==> config.mk <==
export PLATFORM = sky130hd
export DESIGN_NAME = uart_tx_dev_flat
export DESIGN_NICKNAME = d
export VERILOG_FILES = /design/src/rtl/uart_tx_dev_if.sv /design/src/rtl/uart_tx_dev.sv /design/src/flat_wrapper.sv
export SDC_FILE = /design/constraint.sdc
export NUM_CORES = 1
export LEC_CHECK = 0
export ABC_AREA = 1
export ABC_CLOCK_PERIOD_IN_PS = 7600
export BUFFER_PORTS_ARGS = -buffer_cell sky130_fd_sc_hd__buf_2
export CORE_MARGIN = 2
export CORE_UTILIZATION = 60
export CTS_CLUSTER_SIZE = 20
export DETAILED_ROUTE_END_ITERATION = 10
export PLACE_DENSITY_LB_ADDON = 0.15
export SYNTH_ARGS = -nofsm -noshare
export SYNTH_HDL_FRONTEND = slang
export SYNTH_SLANG_ARGS = --single-unit
==> constraint.sdc <==
create_clock -name clk -period 7.6 [get_ports clk]
set_input_delay 1.14 -clock clk [delete_from_list [all_inputs] [get_ports clk]]
set_output_delay 1.14 -clock clk [all_outputs]
set_load 0.03 [all_outputs]
==> src/rtl/uart_tx_dev_if.sv <==
// rtl/uart_tx_dev_if.sv - word-addressed register bus between the system bridge and the UART transmitter
interface uart_tx_dev_if;
   logic [29:0] Addr;
   logic        WE;
   logic [31:0] Din;
   logic [31:0] Dout;

   modport master (output Addr, output WE, output Din, input Dout);
   modport slave  (input Addr, input WE, input Din, output Dout);
endinterface

==> src/rtl/uart_tx_dev.sv <==
// rtl/uart_tx_dev.sv - memory-mapped 8N1 UART transmitter with transmit FIFO and completion interrupt
module uart_tx_dev #(
   parameter int          DEPTH     = 4,
   parameter logic [15:0] DIV_RESET = 16'd434
) (
   input  logic          clk,
   input  logic          reset,
   uart_tx_dev_if.slave  bus,
   output logic          IRQ,
   output logic          tx
);
   localparam int AW = $clog2(DEPTH);

   typedef enum logic [1:0] {IDLE, START, DATA, STOP} state_t;

   state_t       state;
   logic         ctrl_en;
   logic         ctrl_ie;
   logic [15:0]  baud_div;
   logic         ovr;

   logic [7:0]   mem [DEPTH];
   logic [AW:0]  wr_ptr;
   logic [AW:0]  rd_ptr;
   logic [AW:0]  count;
   logic [3:0]   count4;
   logic         full;
   logic         empty;
   logic         busy;

   logic [7:0]   shift;
   logic [15:0]  frame_div;
   logic [15:0]  cyc_cnt;
   logic [3:0]   bit_cnt;

   logic [15:0]  div_eff;
   logic         bit_end;
   logic         pop;
   logic         push;
   logic         wr_ctrl;
   logic         wr_baud;
   logic         wr_data;
   logic         wr_status;
   logic         unused_bits;

   assign unused_bits = ^{bus.Addr[29:2], bus.Din[31:16]};

   assign wr_ctrl   = bus.WE && (bus.Addr[1:0] == 2'd0);
   assign wr_baud   = bus.WE && (bus.Addr[1:0] == 2'd1);
   assign wr_data   = bus.WE && (bus.Addr[1:0] == 2'd2);
   assign wr_status = bus.WE && (bus.Addr[1:0] == 2'd3);

   assign count  = wr_ptr - rd_ptr;
   assign count4 = 4'(count);
   assign full   = (count == (AW+1)'(DEPTH));
   assign empty  = (count == '0);
   assign busy   = (state != IDLE);

   // A divisor of zero would stall the bit timer, so it behaves as one
   assign div_eff = (baud_div == 16'd0) ? 16'd1 : baud_div;
   assign bit_end = (cyc_cnt == 16'd0);

   // A new frame is loaded from IDLE, or straight out of the last stop cycle so frames run back-to-back
   assign pop  = ctrl_en && !empty && ((state == IDLE) || ((state == STOP) && bit_end));
   // A simultaneous pop frees a slot, so a push into a full FIFO is still taken in that cycle
   assign push = wr_data && (!full || pop);

   // Control, divisor and sticky overrun registers
   always_ff @(posedge clk or posedge reset) begin
      if (reset) begin
         ctrl_en  <= 1'b0;
         ctrl_ie  <= 1'b0;
         baud_div <= DIV_RESET;
         ovr      <= 1'b0;
      end else begin
         if (wr_ctrl) begin
            ctrl_en <= bus.Din[0];
            ctrl_ie <= bus.Din[1];
         end
         if (wr_baud) begin
            baud_div <= bus.Din[15:0];
         end
         if (wr_status) begin
            ovr <= 1'b0;
         end else if (wr_data && !push) begin
            ovr <= 1'b1;
         end
      end
   end

   // FIFO pointers; one extra bit distinguishes full from empty
   always_ff @(posedge clk or posedge reset) begin
      if (reset) begin
         wr_ptr <= '0;
         rd_ptr <= '0;
      end else begin
         if (push) begin
            wr_ptr <= wr_ptr + 1'b1;
         end
         if (pop) begin
            rd_ptr <= rd_ptr + 1'b1;
         end
      end
   end

   // FIFO storage; contents need no reset since the pointers mark them invalid
   always_ff @(posedge clk) begin
      if (push) begin
         mem[wr_ptr[AW-1:0]] <= bus.Din[7:0];
      end
   end

   // Frame sequencer: start bit, eight data bits LSB first, stop bit, each held frame_div cycles
   always_ff @(posedge clk or posedge reset) begin
      if (reset) begin
         state     <= IDLE;
         tx        <= 1'b1;
         shift     <= 8'd0;
         frame_div <= 16'd1;
         cyc_cnt   <= 16'd0;
         bit_cnt   <= 4'd0;
      end else begin
         case (state)
            IDLE: begin
               tx <= 1'b1;
               if (pop) begin
                  shift     <= mem[rd_ptr[AW-1:0]];
                  frame_div <= div_eff;
                  cyc_cnt   <= div_eff - 16'd1;
                  bit_cnt   <= 4'd0;
                  tx        <= 1'b0;
                  state     <= START;
               end
            end
            START: begin
               if (bit_end) begin
                  tx      <= shift[0];
                  cyc_cnt <= frame_div - 16'd1;
                  state   <= DATA;
               end else begin
                  cyc_cnt <= cyc_cnt - 16'd1;
               end
            end
            DATA: begin
               if (bit_end) begin
                  cyc_cnt <= frame_div - 16'd1;
                  if (bit_cnt == 4'd7) begin
                     bit_cnt <= 4'd8;
                     tx      <= 1'b1;
                     state   <= STOP;
                  end else begin
                     shift   <= shift >> 1;
                     tx      <= shift[1];
                     bit_cnt <= bit_cnt + 4'd1;
                  end
               end else begin
                  cyc_cnt <= cyc_cnt - 16'd1;
               end
            end
            STOP: begin
               if (bit_end) begin
                  if (pop) begin
                     shift     <= mem[rd_ptr[AW-1:0]];
                     frame_div <= div_eff;
                     cyc_cnt   <= div_eff - 16'd1;
                     bit_cnt   <= 4'd0;
                     tx        <= 1'b0;
                     state     <= START;
                  end else begin
                     state <= IDLE;
                  end
               end else begin
                  cyc_cnt <= cyc_cnt - 16'd1;
               end
            end
            default: begin
               state <= IDLE;
               tx    <= 1'b1;
            end
         endcase
      end
   end

   // Transmit-complete interrupt: enabled, nothing queued and the line is idle
   always_ff @(posedge clk or posedge reset) begin
      if (reset) begin
         IRQ <= 1'b0;
      end else begin
         IRQ <= ctrl_ie && empty && !busy;
      end
   end

   // Register read mux
   always_comb begin
      bus.Dout = 32'd0;
      case (bus.Addr[1:0])
         2'd0:    bus.Dout = {30'd0, ctrl_ie, ctrl_en};
         2'd1:    bus.Dout = {16'd0, baud_div};
         2'd2:    bus.Dout = 32'd0;
         default: bus.Dout = {24'd0, count4, ovr, busy, empty, full};
      endcase
   end
endmodule

==> src/flat_wrapper.sv <==
// flat-port wrapper written by rule: the top's interface ports become plain ports
module uart_tx_dev_flat 
#(
   parameter int          DEPTH     = 4,
   parameter logic [15:0] DIV_RESET = 16'd434
)
  (clk, reset, IRQ, tx, bus_Addr, bus_WE, bus_Din, bus_Dout);
  uart_tx_dev_if bus_i ();
  input  logic clk;
  input  logic reset;
  output logic IRQ;
  output logic tx;
  input wire logic [$bits(bus_i.Addr)-1:0] bus_Addr;
  input wire logic [$bits(bus_i.WE)-1:0] bus_WE;
  input wire logic [$bits(bus_i.Din)-1:0] bus_Din;
  output wire logic [$bits(bus_i.Dout)-1:0] bus_Dout;
  assign bus_i.Addr = bus_Addr;
  assign bus_i.WE = bus_WE;
  assign bus_i.Din = bus_Din;
  assign bus_Dout = bus_i.Dout;
  uart_tx_dev #(.DEPTH(DEPTH), .DIV_RESET(DIV_RESET)) u_core (.clk(clk), .reset(reset), .bus(bus_i), .IRQ(IRQ), .tx(tx));
endmodule
==> impl_metrics.tcl <==
set metrics [dict create \
    initial_core_util_pct 61.2 \
    viasPerCell 5.40 \
    grt_remaining_overflow 0 \
    numCtsBuffers 9 \
    critPathLaunchType "flop" \
    area_delta_synth_final_pct 6.55 \
    yosysSeqAreaShare_pct 44.9 \
    final_nets 899 \
    dieWidth_um 106 \
    yosysTopAreaCellShare_pct 26.5 \
    clock_latency_ps 390 \
    pin_count 99 \
    drv_cap 0 \
    worst_slew_pin_slew_ps 978 \
    portBuffers 38 \
    total_power_mw 2.52 \
    cp-end-kind "output port" \
    ys_ff_latch 105 \
    dr_total_vias 5173 \
    crit_required_ps 6460 \
    ys.warnings.count 0 \
    crit_fanout 19 \
    die_area_um2 11200 \
    antenna_cells 0 \
    antenna_left 0 \
    syn_inst 788 \
    fin_crit_ps 3750 \
    slew-limit-headroom_pct 34.6 \
    grt_max_degree 74 \
    synth.avg_cell_area_um2 7.90 \
    gp_congestion 0.892 \
    synth_top_area_cell "dfrtp_1" \
    tritoncts "yes" \
    wirelength_mm 14.1 \
    cts_setup_buffers 0 \
    crit_type "reg2out" \
    grt_usage_pct 26.5 \
    netlist_area_um2 6230 \
    min_path_type "reg2reg" \
    slew_viol_final 0 \
    timing.fmax_ghz 0.267 \
    setup_violations 0 \
    fp.dieH_um 106 \
    clkTransAtPathRegs_ps 110 \
    rsz0062_at_grt "false" \
    hold_viol_final 0 \
    cts_hold_buf 0 \
    routedWlPerCell_um 14.7 \
    grt_pass1_vias 4751 \
    clock_path_buffers 2 \
    ir_worst_vdd_mv 0.254 \
    period_share_pct 49.4 \
    h-tree-depth 3 \
    p_leak_nw 3.13 \
    grt_pass1_wl_mm 23.1 \
    critPathArrivalTime_ps 2610 \
    core_um2 10200 \
    power_density_nw_per_um2 379 \
    drtIter0Drc 399 \
    fin_ws_ps 3850 \
    drc_errors 0 \
    clock_sinks 105 \
    synth_area_leaders "dfrtp_1, edfxtp_1, nand2_1" \
    status "complete, no violations" \
    antenna_found_initial 0 \
    dp_hpwl_mm 10.2 \
    rows 37 \
    dr.pass1.iters 7 \
    layout-drive-gt1-share_pct 11.8 \
    fin_setup_tns_ps 0 \
    cts_resized 0 \
    cts_root_buf "clkbuf_8" \
    place_ws_ps 4120 \
    synthDistinctLibCells 44 \
    fin_skew_ps 14.3 \
]
-- cells in the mapped netlist, drive strengths merged --
library cell / instances
xnor2: 4
fa: 1
inv: 96
and3: 1
dfstp: 7
and2: 1
nand3: 48
or2: 1
ha: 16
a221o: 1
o22ai: 8
conb: 1
buf: 25
o21ai: 83
clkbuf: 11
a32o: 1
o221ai: 7
a211oi: 2
dfrtp: 66
a21boi: 1
nor3: 13
nand2: 190
a21oi: 27
xor2: 23
o211ai: 7
a31oi: 2
nand4: 9
edfxtp: 32
nor2: 104
-- final timing paths --
check	start	to	depth (start not counted)	slack, ps
max reg2reg	u_core.rd_ptr[0]	u_core.mem[0][0]	11	4180
max in group asynchronous	reset	u_core.cyc_cnt[9]	3	5970
min	u_core.shift[2]	u_core.shift[2]	2	490
min in group asynchronous	reset	u_core.bit_cnt[0]	3	1010
max	u_core.rd_ptr[0]	bus_Dout[0]	9	3850
min reg2reg	u_core.shift[2]	u_core.shift[2]	2	490
-- critical path, stage by stage (launching register included) --
cell and delay [ps]:
dfrtp_1 610, ha_1 330, fa_1 380, inv_1 60, nand2_1 70, and2_1 150, nor2_1 190, nand3_1 100
o211ai_1 90, buf_2 230
-- cell families after synthesis --
logic type / Yosys count / share of synthesized area, %
xor+xnor: 27 / 3.80
buf+inv: 132 / 9.18
compound gates: 139 / 13.2
other cells: 1 / 0.0602
simple gates: 367 / 25.3
flops: 105 / 44.9
fa+ha+maj: 17 / 3.54
-- sequential cells by signal (all words and copies together), names as in the netlist, 2 cells and up --
register,count
u_core.mem,32
u_core.baud_div,16
u_core.cyc_cnt,16
u_core.frame_div,16
u_core.shift,8
u_core.bit_cnt,4
u_core.rd_ptr,3
u_core.wr_ptr,3
u_core.state,2
-- final cells by class --
class / count / area [µm²]
clock buffer: 9 / 124
clock inverter: 7 / 71.3
fill: 881 / 3550
inverter: 96 / 360
multi-input combinational: 566 / 2920
sequential: 105 / 2800
tap: 136 / 170
timing repair buffer: 39 / 198
-- where the power goes --
part / switching, mW / internal, mW / leakage [nW] / total, mW
Clock: 0.213 / 0.128 / 0.0982 / 0.341
Combinational: 0.871 / 0.414 / 1.86 / 1.28
Sequential: 0.143 / 0.747 / 1.18 / 0.889
-- layout by cell type, fill, tap and decap left out, drive strengths merged --
cell type    n
o221ai       7
or2          1
clkbuf       9
and2         1
fa           1
a21oi       27
a221o        1
inv        100
a211oi       2
dfrtp       66
nand4        9
o211ai       7
a32o         1
conb        16
nor2       104
buf         39
ha          16
xor2        23
xnor2        4
nor3        13
and3         1
a21boi       1
o21ai       83
edfxtp      32
o22ai        8
nand2      190
dfstp        7
nand3       48
a31oi        2
clkinv       3
-- layer usage --
| layer | global-route usage, % | share of wire (%) | up-vias |
|---|---|---|---|
| li1 | - | - | 2589 |
| met1 | 39.1 | 47 | 2399 |
| met2 | 39.7 | 44 | 173 |
| met3 | 6.49 | 7.2 | 12 |
| met4 | 6.11 | 1.1 | 0 |
| met5 | 0 | 0 | - |
-- metrics by stage --
step                      hold slack [ps]  std cells  area, µm²  utilization, %
after detailed placement              465        942       6440            63.2
after global routing                  519        958       6640            65.2
after floorplan                       449        803       6280               -
after CTS                             491        958       6640            65.2
final                                 490        958       6640            65.2
after global placement                460        942       6440            63.2
(Power assumes the default switching activity.)
